<file path="config.mk">
export PLATFORM = sky130hd
export DESIGN_NAME = counter_preset_seq_flat
export DESIGN_NICKNAME = d
export VERILOG_FILES = /design/src/rtl/counter_preset_seq_if.sv /design/src/rtl/counter_preset_seq.sv /design/src/flat_wrapper.sv
export SDC_FILE = /design/constraint.sdc
export NUM_CORES = 1
export LEC_CHECK = 0
export BUFFER_PORTS_ARGS = -buffer_cell sky130_fd_sc_hd__clkbuf_2
export CAP_MARGIN = 10
export CORE_ASPECT_RATIO = 1.1
export CORE_MARGIN = 4
export CORE_UTILIZATION = 32
export CTS_BUF_LIST = sky130_fd_sc_hd__clkbuf_16
export DETAILED_ROUTE_END_ITERATION = 16
export PLACE_DENSITY = 0.6
export SYNTH_ARGS = -nofsm -noshare
export SYNTH_HDL_FRONTEND = slang
export SYNTH_SLANG_ARGS = --single-unit
</file>
<file path="constraint.sdc">
create_clock -name clk -period 2.27 [get_ports clk]
set_input_delay 0.3405 -clock clk [delete_from_list [all_inputs] [get_ports clk]]
set_output_delay 0.3405 -clock clk [all_outputs]
set_load 0.02 [all_outputs]
</file>
<file path="src/rtl/counter_preset_seq_if.sv">
// rtl/counter_preset_seq_if.sv - command/config/status bundle between a host and counter_preset_seq
interface counter_preset_seq_if #(
  parameter int WIDTH  = 8,
  parameter int LEN_W  = 8,
  parameter int LOOP_W = 4
);
  logic              start;
  logic              abort;
  logic [WIDTH-1:0]  cfg_preset;
  logic [LEN_W-1:0]  cfg_count_len;
  logic [LEN_W-1:0]  cfg_pause_len;
  logic [LOOP_W-1:0] cfg_loops;
  logic              count_up;
  logic              load;
  logic [WIDTH-1:0]  data_preset;
  logic              busy;
  logic              done;

  modport master (
    output start, abort, cfg_preset, cfg_count_len, cfg_pause_len, cfg_loops,
    input  count_up, load, data_preset, busy, done
  );

  modport slave (
    input  start, abort, cfg_preset, cfg_count_len, cfg_pause_len, cfg_loops,
    output count_up, load, data_preset, busy, done
  );
endinterface

</file>
<file path="src/rtl/counter_preset_seq.sv">
// rtl/counter_preset_seq.sv - load/count/pause/loop program sequencer driving counter_preset
module counter_preset_seq #(
  parameter int WIDTH  = 8,
  parameter int LEN_W  = 8,
  parameter int LOOP_W = 4
) (
  input  logic               clk,
  input  logic               rst,
  counter_preset_seq_if.slave seq
);

  typedef enum logic [2:0] {
    S_IDLE,
    S_LOAD,
    S_COUNT,
    S_PAUSE,
    S_DONE
  } state_t;

  state_t            state_q, state_d;
  logic [LEN_W-1:0]  len_q, len_d;
  logic [LOOP_W-1:0] loop_q, loop_d;
  logic [WIDTH-1:0]  preset_q, preset_d;
  logic [LEN_W-1:0]  count_len_q, count_len_d;
  logic [LEN_W-1:0]  pause_len_q, pause_len_d;
  logic [LOOP_W-1:0] loops_q, loops_d;

  logic              count_up_q, count_up_d;
  logic              load_q, load_d;
  logic [WIDTH-1:0]  data_preset_q, data_preset_d;
  logic              busy_q, busy_d;
  logic              done_q, done_d;

  logic              end_of_loop;
  logic [LOOP_W-1:0] loop_inc;
  logic [LOOP_W-1:0] loops_eff;

  // Loop count of 0 behaves as a single pass.
  assign loops_eff = (loops_q == '0) ? LOOP_W'(1) : loops_q;
  assign loop_inc  = loop_q + LOOP_W'(1);

  // Next state, length/loop counters, shadow config, and next registered outputs.
  always_comb begin
    state_d     = state_q;
    len_d       = len_q;
    loop_d      = loop_q;
    preset_d    = preset_q;
    count_len_d = count_len_q;
    pause_len_d = pause_len_q;
    loops_d     = loops_q;
    end_of_loop = 1'b0;

    case (state_q)
      S_IDLE: begin
        if (seq.start && !seq.abort) begin
          preset_d    = seq.cfg_preset;
          count_len_d = seq.cfg_count_len;
          pause_len_d = seq.cfg_pause_len;
          loops_d     = seq.cfg_loops;
          loop_d      = '0;
          state_d     = S_LOAD;
        end
      end
      S_LOAD: begin
        // len holds "clocks remaining minus one" so a full-scale length never wraps.
        if (count_len_q != '0) begin
          state_d = S_COUNT;
          len_d   = count_len_q - LEN_W'(1);
        end else if (pause_len_q != '0) begin
          state_d = S_PAUSE;
          len_d   = pause_len_q - LEN_W'(1);
        end else begin
          end_of_loop = 1'b1;
        end
      end
      S_COUNT: begin
        if (len_q != '0) begin
          len_d = len_q - LEN_W'(1);
        end else if (pause_len_q != '0) begin
          state_d = S_PAUSE;
          len_d   = pause_len_q - LEN_W'(1);
        end else begin
          end_of_loop = 1'b1;
        end
      end
      S_PAUSE: begin
        if (len_q != '0) begin
          len_d = len_q - LEN_W'(1);
        end else begin
          end_of_loop = 1'b1;
        end
      end
      S_DONE: begin
        state_d = S_IDLE;
      end
      default: begin
        state_d = S_IDLE;
      end
    endcase

    if (end_of_loop) begin
      loop_d  = loop_inc;
      state_d = (loop_inc == loops_eff) ? S_DONE : S_LOAD;
    end

    // Abort wins over everything once a program is underway; done is never pulsed.
    if (seq.abort && (state_q != S_IDLE)) begin
      state_d = S_IDLE;
    end

    count_up_d    = (state_d == S_COUNT);
    load_d        = (state_d == S_LOAD);
    data_preset_d = (state_d == S_LOAD) ? preset_d : '0;
    busy_d        = (state_d == S_LOAD) || (state_d == S_COUNT) || (state_d == S_PAUSE);
    done_d        = (state_d == S_DONE);
  end

  // State, counters, shadow config and all outputs are registered together.
  always_ff @(posedge clk or posedge rst) begin
    if (rst) begin
      state_q       <= S_IDLE;
      len_q         <= '0;
      loop_q        <= '0;
      preset_q      <= '0;
      count_len_q   <= '0;
      pause_len_q   <= '0;
      loops_q       <= '0;
      count_up_q    <= 1'b0;
      load_q        <= 1'b0;
      data_preset_q <= '0;
      busy_q        <= 1'b0;
      done_q        <= 1'b0;
    end else begin
      state_q       <= state_d;
      len_q         <= len_d;
      loop_q        <= loop_d;
      preset_q      <= preset_d;
      count_len_q   <= count_len_d;
      pause_len_q   <= pause_len_d;
      loops_q       <= loops_d;
      count_up_q    <= count_up_d;
      load_q        <= load_d;
      data_preset_q <= data_preset_d;
      busy_q        <= busy_d;
      done_q        <= done_d;
    end
  end

  assign seq.count_up    = count_up_q;
  assign seq.load        = load_q;
  assign seq.data_preset = data_preset_q;
  assign seq.busy        = busy_q;
  assign seq.done        = done_q;

endmodule

</file>
<file path="src/flat_wrapper.sv">
// flat-port wrapper written by rule: the top's interface ports become plain ports
module counter_preset_seq_flat 
#(
  parameter int WIDTH  = 8,
  parameter int LEN_W  = 8,
  parameter int LOOP_W = 4
)
  (clk, rst, seq_start, seq_abort, seq_cfg_preset, seq_cfg_count_len, seq_cfg_pause_len, seq_cfg_loops, seq_count_up, seq_load, seq_data_preset, seq_busy, seq_done);
  counter_preset_seq_if #(.WIDTH(WIDTH), .LEN_W(LEN_W), .LOOP_W(LOOP_W)) seq_i ();
  input  logic clk;
  input  logic rst;
  input wire logic [$bits(seq_i.start)-1:0] seq_start;
  input wire logic [$bits(seq_i.abort)-1:0] seq_abort;
  input wire logic [$bits(seq_i.cfg_preset)-1:0] seq_cfg_preset;
  input wire logic [$bits(seq_i.cfg_count_len)-1:0] seq_cfg_count_len;
  input wire logic [$bits(seq_i.cfg_pause_len)-1:0] seq_cfg_pause_len;
  input wire logic [$bits(seq_i.cfg_loops)-1:0] seq_cfg_loops;
  output wire logic [$bits(seq_i.count_up)-1:0] seq_count_up;
  output wire logic [$bits(seq_i.load)-1:0] seq_load;
  output wire logic [$bits(seq_i.data_preset)-1:0] seq_data_preset;
  output wire logic [$bits(seq_i.busy)-1:0] seq_busy;
  output wire logic [$bits(seq_i.done)-1:0] seq_done;
  assign seq_i.start = seq_start;
  assign seq_i.abort = seq_abort;
  assign seq_i.cfg_preset = seq_cfg_preset;
  assign seq_i.cfg_count_len = seq_cfg_count_len;
  assign seq_i.cfg_pause_len = seq_cfg_pause_len;
  assign seq_i.cfg_loops = seq_cfg_loops;
  assign seq_count_up = seq_i.count_up;
  assign seq_load = seq_i.load;
  assign seq_data_preset = seq_i.data_preset;
  assign seq_busy = seq_i.busy;
  assign seq_done = seq_i.done;
  counter_preset_seq #(.WIDTH(WIDTH), .LEN_W(LEN_W), .LOOP_W(LOOP_W)) u_core (.clk(clk), .rst(rst), .seq(seq_i));
endmodule
</file>
==> impl_metrics.csv <==
group,metric,value,unit
grt,grt_pass1_wl,11.6,mm
grt,antenna_found_initial,0,
sta,finalHoldViolCount,6,
pwr,p_leak,1.72,nW
grt,overflow,0,
final_layout,layout-drive-gt1-share,42.8,%
clocking,hold_buffers,0,
worst_setup_path,worstPathRequired,2.48,ns
route,ant_nets,0,
floorplanning,die_y,110,µm
logic_synthesis,yosysSeqAreaShare,45.8,%
sta,relSlewSlack,58.7,%
clocking,cts_max_level,2,
placed_design,gp_congestion,0.840,
floorplanning,start_util,33.3,%
grt,grt_pass1_vias,2483,
final_layout,n_antenna_cell,0,
route,routed_via_density,5.13,
worst_setup_path,critPathKind,"reg -> reg",
clocking,cts.path.max_buffers,2,
worst_setup_path,crit_path_max_fanout,8,
route,num_vias,2398,
logic_synthesis,ys.flop_type,"dfrtp_1",
floorplanning,rows,36,
pwr,power_density,1100,mW/mm²
floorplanning,dieArea,0.0110,mm²
logic_synthesis,muxShareOfSynthArea,12.2,%
clocking,cts_root_buffer,"clkbuf_16",
final_layout,fill_cells,871,
route,drc,0,
clocking,clock_sinks,55,
worst_setup_path,crit_arrival,2.42,ns
clocking,cts_buffers,5,
outcome,violations,"negative hold slack",
logic_synthesis,synth_edf_count,0,
logic_synthesis,synth-xor-area-share,4.08,%
grt,grtUsageTotal,13.1,%
sta,timing.final.crit_share,97.7,%
worst_setup_path,critPathCaptureType,"flip-flop",
clocking,insertion_delay,0.29,ns
clocking,path_clk_slew,0.08,ns
route,wirelength,6.98,mm
pwr,power,0.00424,W
floorplanning,coreArea,0.00901,mm²
logic_synthesis,synth_top_family_by_area,"simple AND/OR/NAND/NOR gates",
sta,fin_worst_skew,0.00774,ns
logic_synthesis,yosys.area_share.simple,18.8,%
logic_synthesis,synth.distinct_cells,60,
worst_setup_path,crit_path_start_kind,"flip-flop",
grt,grt_max_degree,25,
sta,hold-worst-slack,-0.00921,ns
logic_synthesis,yosys_warnings,0,
route,post_drt_wl_per_cell,15.0,µm
placed_design,hpwl,5.28,mm
sta,fmax,0.451,GHz
final_layout,mostFrequentLayoutCells,"dfrtp_1, clkbuf_2, buf_4",
final_layout,area_delta_synth_final,28.9,%
logic_synthesis,synthAdderAreaFrac,2.50,%
final_layout,multi_input_area,0.00158,mm²
sta,worst_pin_slew,0.615,ns
min_path,hold_class,"in -> async",
logic_synthesis,synth_cells,271,
logic_synthesis,synth_seq_cells,55,
route,first_pass_iters,4,
logic_synthesis,synth.avg_cell_area,11.1,µm²
logic_synthesis,synth_nets,309,
floorplanning,ios,44,
clocking,tritoncts,"done",
flow_run,cap_violations,0,
placed_design,io_buffers,43,
sta,rsz0062_at_grt,"true",
final_layout,utilization,43.0,%
logic_synthesis,netlist_area,0.00300,mm²
logic_synthesis,synthArstFlopShare,100,%
sta,finalSetupViolCount,0,
outcome,status,"finished, violations left",
final_layout,seqCellArea,0.00138,mm²
route,drt_iter0_markers,138,
sta,report.final.slew_viol_count,0,
sta,fin_crit,2.22,ns
pwr,vdd_drop_max,0.438,mV
final_layout,num-nets-final,390,
floorplanning,fp.dieW,100,µm
final_layout,final_common_cell,"dfrtp_1",
logic_synthesis,synth_compound_area_share,13.0,%
[final cells by class]
class | instances | area share [%]
Timing Repair Buffer | 85 | 14.9
Multi-Input combinational cell | 193 | 40.8
Clock inverter | 3 | 0.711
Clock buffer | 5 | 3.23
Tap cell | 114 | 3.68
Inverter | 12 | 1.16
Sequential cell | 55 | 35.5
[cells by family (layout without fill, tap and decap cells)]
logic type | after synthesis | in the layout
mux | 33 | 33
xor+xnor | 14 | 14
flops | 55 | 55
simple gates | 86 | 86
compound gates | 54 | 54
buf+inv | 23 | 105
fa+ha+maj | 6 | 6
[flip-flops by register name (all words and copies together) (netlist names)]
| name | cells |
|---|---|
| u_core.len_q | 8 |
| u_core.loops_q | 4 |
| u_core.state_q | 3 |
| u_core.pause_len_q | 8 |
| u_core.loop_q | 4 |
| u_core.seq.busy | 1 |
| u_core.count_len_q | 8 |
| u_core.seq.data_preset | 8 |
| u_core.seq.count_up | 1 |
| u_core.seq.load | 1 |
| u_core.seq.done | 1 |
| u_core.preset_q | 8 |
[path summary, 6_finish.rpt]
| check | startpoint | end | slack, ns | cells after the start |
|---|---|---|---|---|
| setup / recovery | u_core.len_q[0] | u_core.seq.data_preset[6] | 0.05 | 7 |
| hold / removal | rst | u_core.loops_q[2] | -0.009 | 2 |
| setup reg to reg | u_core.len_q[0] | u_core.seq.data_preset[6] | 0.05 | 7 |
| hold reg to reg | u_core.preset_q[0] | u_core.preset_q[0] | 0.50 | 1 |
| max in group asynchronous | rst | u_core.seq.busy | 1.69 | 3 |
| min in group clk | seq_cfg_pause_len[5] | u_core.pause_len_q[5] | 0.27 | 2 |
[repair_timing]
action                     CTS  global route
gates cloned                 0             1
pin swaps                    1             6
setup endpoints to repair    9            21
resized for setup            1            16
buffers inserted             0             6
[critical path, stage by stage (launching register included)]
cell,delay [ns]
dfrtp_1,0.39
inv_2,0.06
ha_1,0.12
or4b_4,0.47
or4_4,0.44
a31o_4,0.26
buf_12,0.14
nor4b_4,0.25
[report_power, final]
part           internal (W)  total (W)  switching [W]
Sequential          0.00129    0.00152       0.000230
Clock              0.000420   0.000802       0.000383
Combinational      0.000988    0.00192       0.000934
Total               0.00269    0.00424        0.00155
[cell usage after synthesis (2+ instances only)]
cell       n  area [µm²]
o21ai_0   16        80.1
nor4_1     5        31.3
nor3_1    11        55.1
a22o_1     2        17.5
and2b_1    2        15.0
a21oi_1    5        25.0
nor4b_1    3        26.3
a31o_2     2        17.5
xnor2_1    9        78.8
buf_1      3        11.3
nand3_1    3        15.0
o22ai_1    3        18.8
inv_1     12        45.0
dfrtp_1   55        1380
ha_1       6        75.1
buf_6      3        33.8
or4_1      2        15.0
or3b_2     3        26.3
o221a_2    2        22.5
nor2_1    13        48.8
nand2_1   11        41.3
o21a_1     2        15.0
a31oi_1    3        18.8
nand2b_1   2        12.5
nand4_1    2        12.5
nor4b_2    6        90.1
o32a_1     2        20.0
or3_1      7        43.8
mux2i_1    5        50.1
a221o_1    2        20.0
nor2b_1    5        31.3
nor3b_1    2        15.0
xor2_1     5        43.8
mux2_2    28         315
clkbuf_1   4        15.0
[per-stage QoR]
step | worst slack, ns | area [µm²] | hold slack, ns | instances | setup TNS, ns
floorplan | -0.0513 | 3010 | 0.451 | 271 | -0.339
global placement | 0.0316 | 3610 | 0.314 | 452 | 0
detailed placement | -0.00245 | 3610 | 0.321 | 452 | -0.00371
CTS | -0.00267 | 3770 | 0.000834 | 460 | -0.00267
global route | -0.0207 | 3870 | 0.0201 | 467 | -0.0608
finish | 0.0521 | 3870 | -0.00921 | 467 | 0
[per-layer routing]
layer  global-route usage (%)  wire length (µm)  vias to the layer above  part of all wire [%]
met2                     22.9              3450                       60                    49
met5                        0                 0                        -                     0
met3                     1.90               276                       14                   4.0
li1                         -                 -                     1171                     -
met4                     4.52               132                        0                   1.9
met1                     16.5              3120                     1153                    45
Power figures use the tool's default switching activity.
